`config.mk`:
```
export PLATFORM = sky130hd
export DESIGN_NAME = pipeline_branch_unit
export DESIGN_NICKNAME = d
export VERILOG_FILES = /design/src/rtl/pipe_pkg.sv /design/src/rtl/bht_2bit.sv /design/src/rtl/pipeline_branch_unit.sv
export SDC_FILE = /design/constraint.sdc
export NUM_CORES = 1
export LEC_CHECK = 0
export ABC_AREA = 1
export CAP_MARGIN = 5
export CORE_UTILIZATION = 51
export DETAILED_ROUTE_END_ITERATION = 7
export GPL_TIMING_DRIVEN = 0
export PLACE_DENSITY = 0.85
export SYNTH_ARGS = -nofsm -noshare
export SYNTH_HDL_FRONTEND = slang
export SYNTH_SLANG_ARGS = --single-unit
```
`constraint.sdc`:
```
create_clock -name clk -period 3.3 [get_ports clk]
set_input_delay 0.825 -clock clk [delete_from_list [all_inputs] [get_ports clk]]
set_output_delay 0.825 -clock clk [all_outputs]
set_load 0.02 [all_outputs]
```
`src/rtl/pipe_pkg.sv`:
```
// Shared pipeline definitions: branch funct3 codes, jump and PC-select encodings,
// and the 2-bit predictor counter type with its helpers.
package pipe_pkg;

    localparam logic [2:0] BR_BEQ  = 3'b000;
    localparam logic [2:0] BR_BNE  = 3'b001;
    localparam logic [2:0] BR_BLT  = 3'b100;
    localparam logic [2:0] BR_BGE  = 3'b101;
    localparam logic [2:0] BR_BLTU = 3'b110;
    localparam logic [2:0] BR_BGEU = 3'b111;

    localparam logic [1:0] JMP_NONE = 2'b00;
    localparam logic [1:0] JMP_JAL  = 2'b01;
    localparam logic [1:0] JMP_JALR = 2'b10;

    typedef enum logic [1:0] {
        PCSRC_SEQ  = 2'b00,
        PCSRC_TGT  = 2'b01,
        PCSRC_JALR = 2'b10,
        PCSRC_FALL = 2'b11
    } pc_src_e;

    typedef logic [1:0] ctr2_t;
    localparam ctr2_t CTR_WNT = 2'b01;

    typedef struct packed {
        logic legal;
        logic taken;
    } br_cond_t;

    function automatic br_cond_t resolve_cond(input logic [2:0] funct3, input logic zero,
                                              input logic lt, input logic ltu);
        br_cond_t r;
        r.legal = 1'b1;
        case (funct3)
            BR_BEQ:  r.taken = zero;
            BR_BNE:  r.taken = ~zero;
            BR_BLT:  r.taken = lt;
            BR_BGE:  r.taken = ~lt;
            BR_BLTU: r.taken = ltu;
            BR_BGEU: r.taken = ~ltu;
            default: begin
                r.legal = 1'b0;
                r.taken = 1'b0;
            end
        endcase
        return r;
    endfunction

    function automatic ctr2_t ctr_next(input ctr2_t c, input logic taken);
        if (taken) return (c == 2'b11) ? c : c + 2'd1;
        return (c == 2'b00) ? c : c - 2'd1;
    endfunction

endpackage

```
`src/rtl/bht_2bit.sv`:
```
// Branch history table of 2-bit saturating counters with a write-first bypass
// so a lookup that hits the index being trained sees the updated direction.
module bht_2bit
    import pipe_pkg::*;
#(
    parameter int DEPTH = 64,
    parameter int IDX_W = $clog2(DEPTH)
) (
    input  logic             clk,
    input  logic             rst_n,
    input  logic [IDX_W-1:0] rd_idx,
    output logic             rd_taken,
    input  logic             upd_en,
    input  logic [IDX_W-1:0] upd_idx,
    input  logic             upd_taken
);

    ctr2_t ctr_q [DEPTH];
    ctr2_t upd_next;

    assign upd_next = ctr_next(ctr_q[upd_idx], upd_taken);

    always_ff @(posedge clk or negedge rst_n) begin
        if (!rst_n) begin
            // NOTE: the table is built from resettable flops, not a RAM, because every
            // entry must snap back to weakly-not-taken the instant reset asserts.
            for (int i = 0; i < DEPTH; i++) ctr_q[i] <= CTR_WNT;
        end else if (upd_en) begin
            // NOTE: non-blocking so every reader in this cycle sees the pre-edge value.
            ctr_q[upd_idx] <= upd_next;
        end
    end

    always_comb begin
        rd_taken = ctr_q[rd_idx][1];
        if (upd_en && (upd_idx == rd_idx)) rd_taken = upd_next[1];
    end

endmodule

```
`src/rtl/pipeline_branch_unit.sv`:
```
// MEM-stage branch/jump resolution, redirect/flush generation and BHT training.
// Optional performance counters are built when PIPE_BU_PERF_CNT_EN is defined.
module pipeline_branch_unit
    import pipe_pkg::*;
#(
    parameter int XLEN      = 32,
    parameter int BHT_DEPTH = 64,
    parameter int PERF_W    = 32
) (
    input  logic              clk,
    input  logic              rst_n,
    input  logic [XLEN-1:0]   if_pc,
    output logic              if_pred_taken,
    input  logic              mem_valid,
    input  logic              mem_stall,
    input  logic [XLEN-1:0]   mem_pc,
    input  logic              mem_branch,
    input  logic [2:0]        mem_funct3,
    input  logic [1:0]        mem_jump,
    input  logic              mem_zero,
    input  logic              mem_lt,
    input  logic              mem_ltu,
    input  logic              mem_pred_taken,
    input  logic [XLEN-1:0]   mem_target,
    input  logic [XLEN-1:0]   mem_jalr_target,
    output logic [1:0]        pc_src,
    output logic [XLEN-1:0]   redirect_pc,
    output logic              flush,
    output logic [PERF_W-1:0] perf_branches,
    output logic [PERF_W-1:0] perf_mispred
);

    localparam int IDX_W = $clog2(BHT_DEPTH);

    logic     act;
    logic     is_jal;
    logic     is_jalr;
    logic     train;
    br_cond_t cond;
    pc_src_e  src;

    // Reset is folded in so no redirect can leak out while rst_n is low.
    assign act     = mem_valid & ~mem_stall & rst_n;
    assign is_jal  = (mem_jump == JMP_JAL);
    assign is_jalr = (mem_jump == JMP_JALR);
    assign cond    = resolve_cond(mem_funct3, mem_zero, mem_lt, mem_ltu);
    assign train   = act & mem_branch & cond.legal & ~is_jal & ~is_jalr;

    always_comb begin
        // NOTE: default assigned first so every path writes src and no latch is inferred.
        src = PCSRC_SEQ;
        if (act) begin
            if (is_jalr)                                          src = PCSRC_JALR;
            else if (is_jal && !mem_pred_taken)                   src = PCSRC_TGT;
            else if (mem_branch && cond.taken && !mem_pred_taken) src = PCSRC_TGT;
            else if (mem_branch && !cond.taken && mem_pred_taken) src = PCSRC_FALL;
        end
    end

    always_comb begin
        case (src)
            PCSRC_TGT:  redirect_pc = mem_target;
            PCSRC_JALR: redirect_pc = mem_jalr_target;
            PCSRC_FALL: redirect_pc = mem_pc + XLEN'(4);
            default:    redirect_pc = '0;
        endcase
    end

    assign pc_src = src;
    assign flush  = (src != PCSRC_SEQ);

    bht_2bit #(
        .DEPTH (BHT_DEPTH),
        .IDX_W (IDX_W)
    ) u_bht (
        .clk       (clk),
        .rst_n     (rst_n),
        .rd_idx    (if_pc[IDX_W+1:2]),
        .rd_taken  (if_pred_taken),
        .upd_en    (train),
        .upd_idx   (mem_pc[IDX_W+1:2]),
        .upd_taken (cond.taken)
    );

    // Only the index bits of the fetch PC address the table.
    logic unused_if_pc_bits;
    assign unused_if_pc_bits = ^{if_pc[XLEN-1:IDX_W+2], if_pc[1:0]};

`ifdef PIPE_BU_PERF_CNT_EN
    logic [PERF_W-1:0] br_cnt_q;
    logic [PERF_W-1:0] mis_cnt_q;

    always_ff @(posedge clk or negedge rst_n) begin
        if (!rst_n) begin
            br_cnt_q  <= '0;
            mis_cnt_q <= '0;
        end else begin
            if (act && (mem_branch || is_jal || is_jalr) && !(&br_cnt_q))
                br_cnt_q <= br_cnt_q + PERF_W'(1);
            if (flush && !(&mis_cnt_q))
                mis_cnt_q <= mis_cnt_q + PERF_W'(1);
        end
    end

    assign perf_branches = br_cnt_q;
    assign perf_mispred  = mis_cnt_q;
`else
    assign perf_branches = '0;
    assign perf_mispred  = '0;
`endif

endmodule

```
==> flow_summary_export.csv <==
group,metric,value,unit
power_and_ir_drop,pwr_density_cell,330,nW/um2
synthesis,synth_seq_area_share,32.9,%
routing,routedWlPerCell,17.8,um
synthesis,syn_inst,1648,
sta,grt_setup_unrepaired,"yes",
sta,skew,0.0100,ns
power_and_ir_drop,irDropWorstVdd,0.475,mV
synthesis,synth_top_area_share,30.3,%
grt,gr-total-overflow,0,
sta,drv_slew,0,
layout,largest_reg_flops,128,
worst_setup_path,critical_path_arrival,2.52,ns
sta,whs,0.241,ns
floorplan,die_area,20100,um2
place,gp_congestion,1.02,
layout,fin_nets,2067,
worst_setup_path,critPathKind,"in2out",
layout,multi_input_area,5760,um2
grt,grt_pass1_vias,10700,
clock_tree,clockRootBuffer,"clkbuf_16",
worst_setup_path,crit_fanout,4,
layout,nFillCells,1528,
hold_path,holdCritPathClass,"in2async",
routing,detail_route.iter0.violations,1415,
place,portBuffers,145,
flow_run,maxCapViolCount,0,
power_and_ir_drop,comb_power_share,19.6,%
sta,fmax,299,MHz
synthesis,ys_types,36,
layout,layout_commonest_cell,"nand2_1",
floorplan,io_pins,242,
worst_setup_path,max_stage_delay,0.32,ns
layout,area_growth,36.8,%
layout,largest_register,"u_bht.ctr_q",
routing,drc,0,
synthesis,synth_top_area_cell,"nand2_1",
clock_tree,cts_buffer_depth,2,
power_and_ir_drop,clockPowerShare,44.8,%
outcome,violations,"setup timing",
synthesis,syn_area,9970,um2
routing,first_pass_iters,6,
clock_tree,cts_tree,"yes",
synthesis,yosysWarnings,0,
synthesis,postSynthAreaPerCell,6.05,um2
floorplan,rows,50,
floorplan,die_h,142,um
sta,fin_tns_setup,-0.0894,ns
synthesis,async_reset_ff_share,100,%
grt,grt_use_total,37.2,%
grt,grt_pass1_wl,57100,um
clock_tree,cts_buffers,17,
power_and_ir_drop,cellLeakagePower,7.06,nW
floorplan,floorplan.initialDensity,52.6,%
floorplan,core-area,19000,um2
layout,fin_util,71.9,%
layout,drive_gt1_share,21.9,%
worst_setup_path,cp.required,2.47,ns
routing,vias,11900,
power_and_ir_drop,total_power,4.50,mW
power_and_ir_drop,pwr-share-seq,35.5,%
place,dp_hpwl,26300,um
worst_setup_path,cp_cell_sequence,"buf_8 -> or2_1 -> nand2_1 -> o21bai_1 -> nand2_2 -> inv_2 -> nor2_1 -> inv_1 -> a21oi_1 -> inv_1 -> nand2_1 -> clkdlybuf4s15_1",
sta,finalSetupViolations,3,
sta,setup_ws,-0.0426,ns
synthesis,yosys-top-cells-area,"nand2_1 (30%), dfstp_2 (17%), dfrtp_1 (16%), inv_1 (5.9%), buf_4 (5.6%)",
clock_tree,path_clk_slew,0.06,ns
clock_tree,insertion_delay,0.43,ns
sta,period_share,101,%
sta,hold_viol,0,
power_and_ir_drop,power.switching,1.33,mW
sta,slew_headroom,54.0,%
routing,via_per_inst,5.42,
outcome,status,"complete, but fails checks",
synthesis,synth_edf_count,0,
worst_setup_path,r2r_slack,0.76,ns
grt,antenna_found_initial,1,
worst_setup_path,crit_slowest_cell,"clkdlybuf4s15_1",
routing,wirelength,39100,um
layout,reg_top3,"u_bht.ctr_q (128)",
synthesis,synthFlopType,"dfstp_2",
sta,fin_crit,3.34,ns
worst_setup_path,critPathLaunchType,"primary input",
power_and_ir_drop,switching_share,29.5,%
sta,tightest_slew,0.690,ns
routing,ant_nets,0,
layout,layout_common_cells,"nand2_1 (778), inv_1 (140), buf_4 (136)",
worst_setup_path,endpoint_kind,"output pin",
floorplan,die_x,142,um
synthesis,ys_seq_elements,128,
layout,finalInstanceArea,13600,um2
layout,regArea,3280,um2
place,placed_area,12000,um2
grt,grt_max_degree,82,
clock_tree,htreeDepth,4,
power_and_ir_drop,internal_power,3.17,mW
clock_tree,cts_sinks,128,
-- per-stage QoR --
stage	worst slack, ns	std cells
after floorplan	0.174	1711
after global placement	-5.49	2116
after detailed placement	-1.57	2117
after CTS	-0.0134	2178
after global routing	-0.0890	2198
final	-0.0426	2200
-- power groups by stage --
stage / combinational [mW] / sequential (mW) / clock [mW]
after floorplan: 0.406 / 1.62 / 0
after global placement: 0.736 / 1.62 / 0
after detailed placement: 0.744 / 1.62 / 0
after CTS: 0.792 / 1.60 / 2.01
after global routing: 0.923 / 1.60 / 2.09
final: 0.883 / 1.60 / 2.02
-- Yosys cell counts, types with 9 or more instances --
library cell	n
nand2_1	804
inv_1	156
nor2_1	129
nand3_1	98
buf_4	74
o21ai_0	65
dfrtp_1	64
dfstp_2	64
nor3_1	26
a21oi_1	25
clkbuf_1	24
o21bai_1	23
buf_2	20
buf_6	13
xor2_1	10
nand4_1	9
-- layout make-up --
class                      instances  area share, %
inverter                         160           4.62
sequential                       128           24.1
tap                              260           2.39
multi-input combinational       1290           42.3
buffer                           130           8.31
timing repair buffer             197           13.8
clock buffer                      19           3.25
clock inverter                    13           1.28
antenna                            3         0.0550
-- metal layers --
layer / up-vias / routed length (um) / track usage [%]
li1: 5486 / - / -
met1: 5417 / 15100 / 48.3
met2: 842 / 17800 / 57.9
met3: 174 / 4260 / 8.64
met4: 0 / 1960 / 19.2
met5: - / 0 / 0
-- critical path: cells and delay by family --
kind | cells | cell delay, ns
buffers and inverters | 5 | 0.67
and+or+nand+nor | 5 | 0.65
AOI/OAI and AO/OA | 2 | 0.37
-- final timing paths --
| check | cells after the start | from | end |
|---|---|---|---|
| setup / recovery | 12 | mem_funct3[0] | flush |
| hold / removal | 1 | rst_n | u_bht.ctr_q[117] |
| setup reg to reg | 19 | u_bht.ctr_q[57] | u_bht.ctr_q[95] |
| hold reg to reg | 2 | u_bht.ctr_q[28] | u_bht.ctr_q[28] |
| max in group asynchronous | 2 | rst_n | u_bht.ctr_q[46] |
| min in group clk | 2 | u_bht.ctr_q[28] | u_bht.ctr_q[28] |
-- cells by family after synthesis --
kind of cell | count (synthesis) | synth area share (%)
flops | 128 | 32.9
xor+xnor | 17 | 1.49
simple gates | 1078 | 42.8
compound gates | 130 | 7.54
buf+inv | 293 | 15.0
other cells | 1 | 0.0376
fa+ha+maj | 1 | 0.125
-- what timing repair did --
action / in CTS / in global routing
buffers inserted: 28 / 17
hold buffers: 0 / 0
cloned: 2 / 4
gates resized for setup: 330 / 176
setup endpoints to repair: 36 / 36
pin swaps: 27 / 40
(Power assumes the default switching activity.)
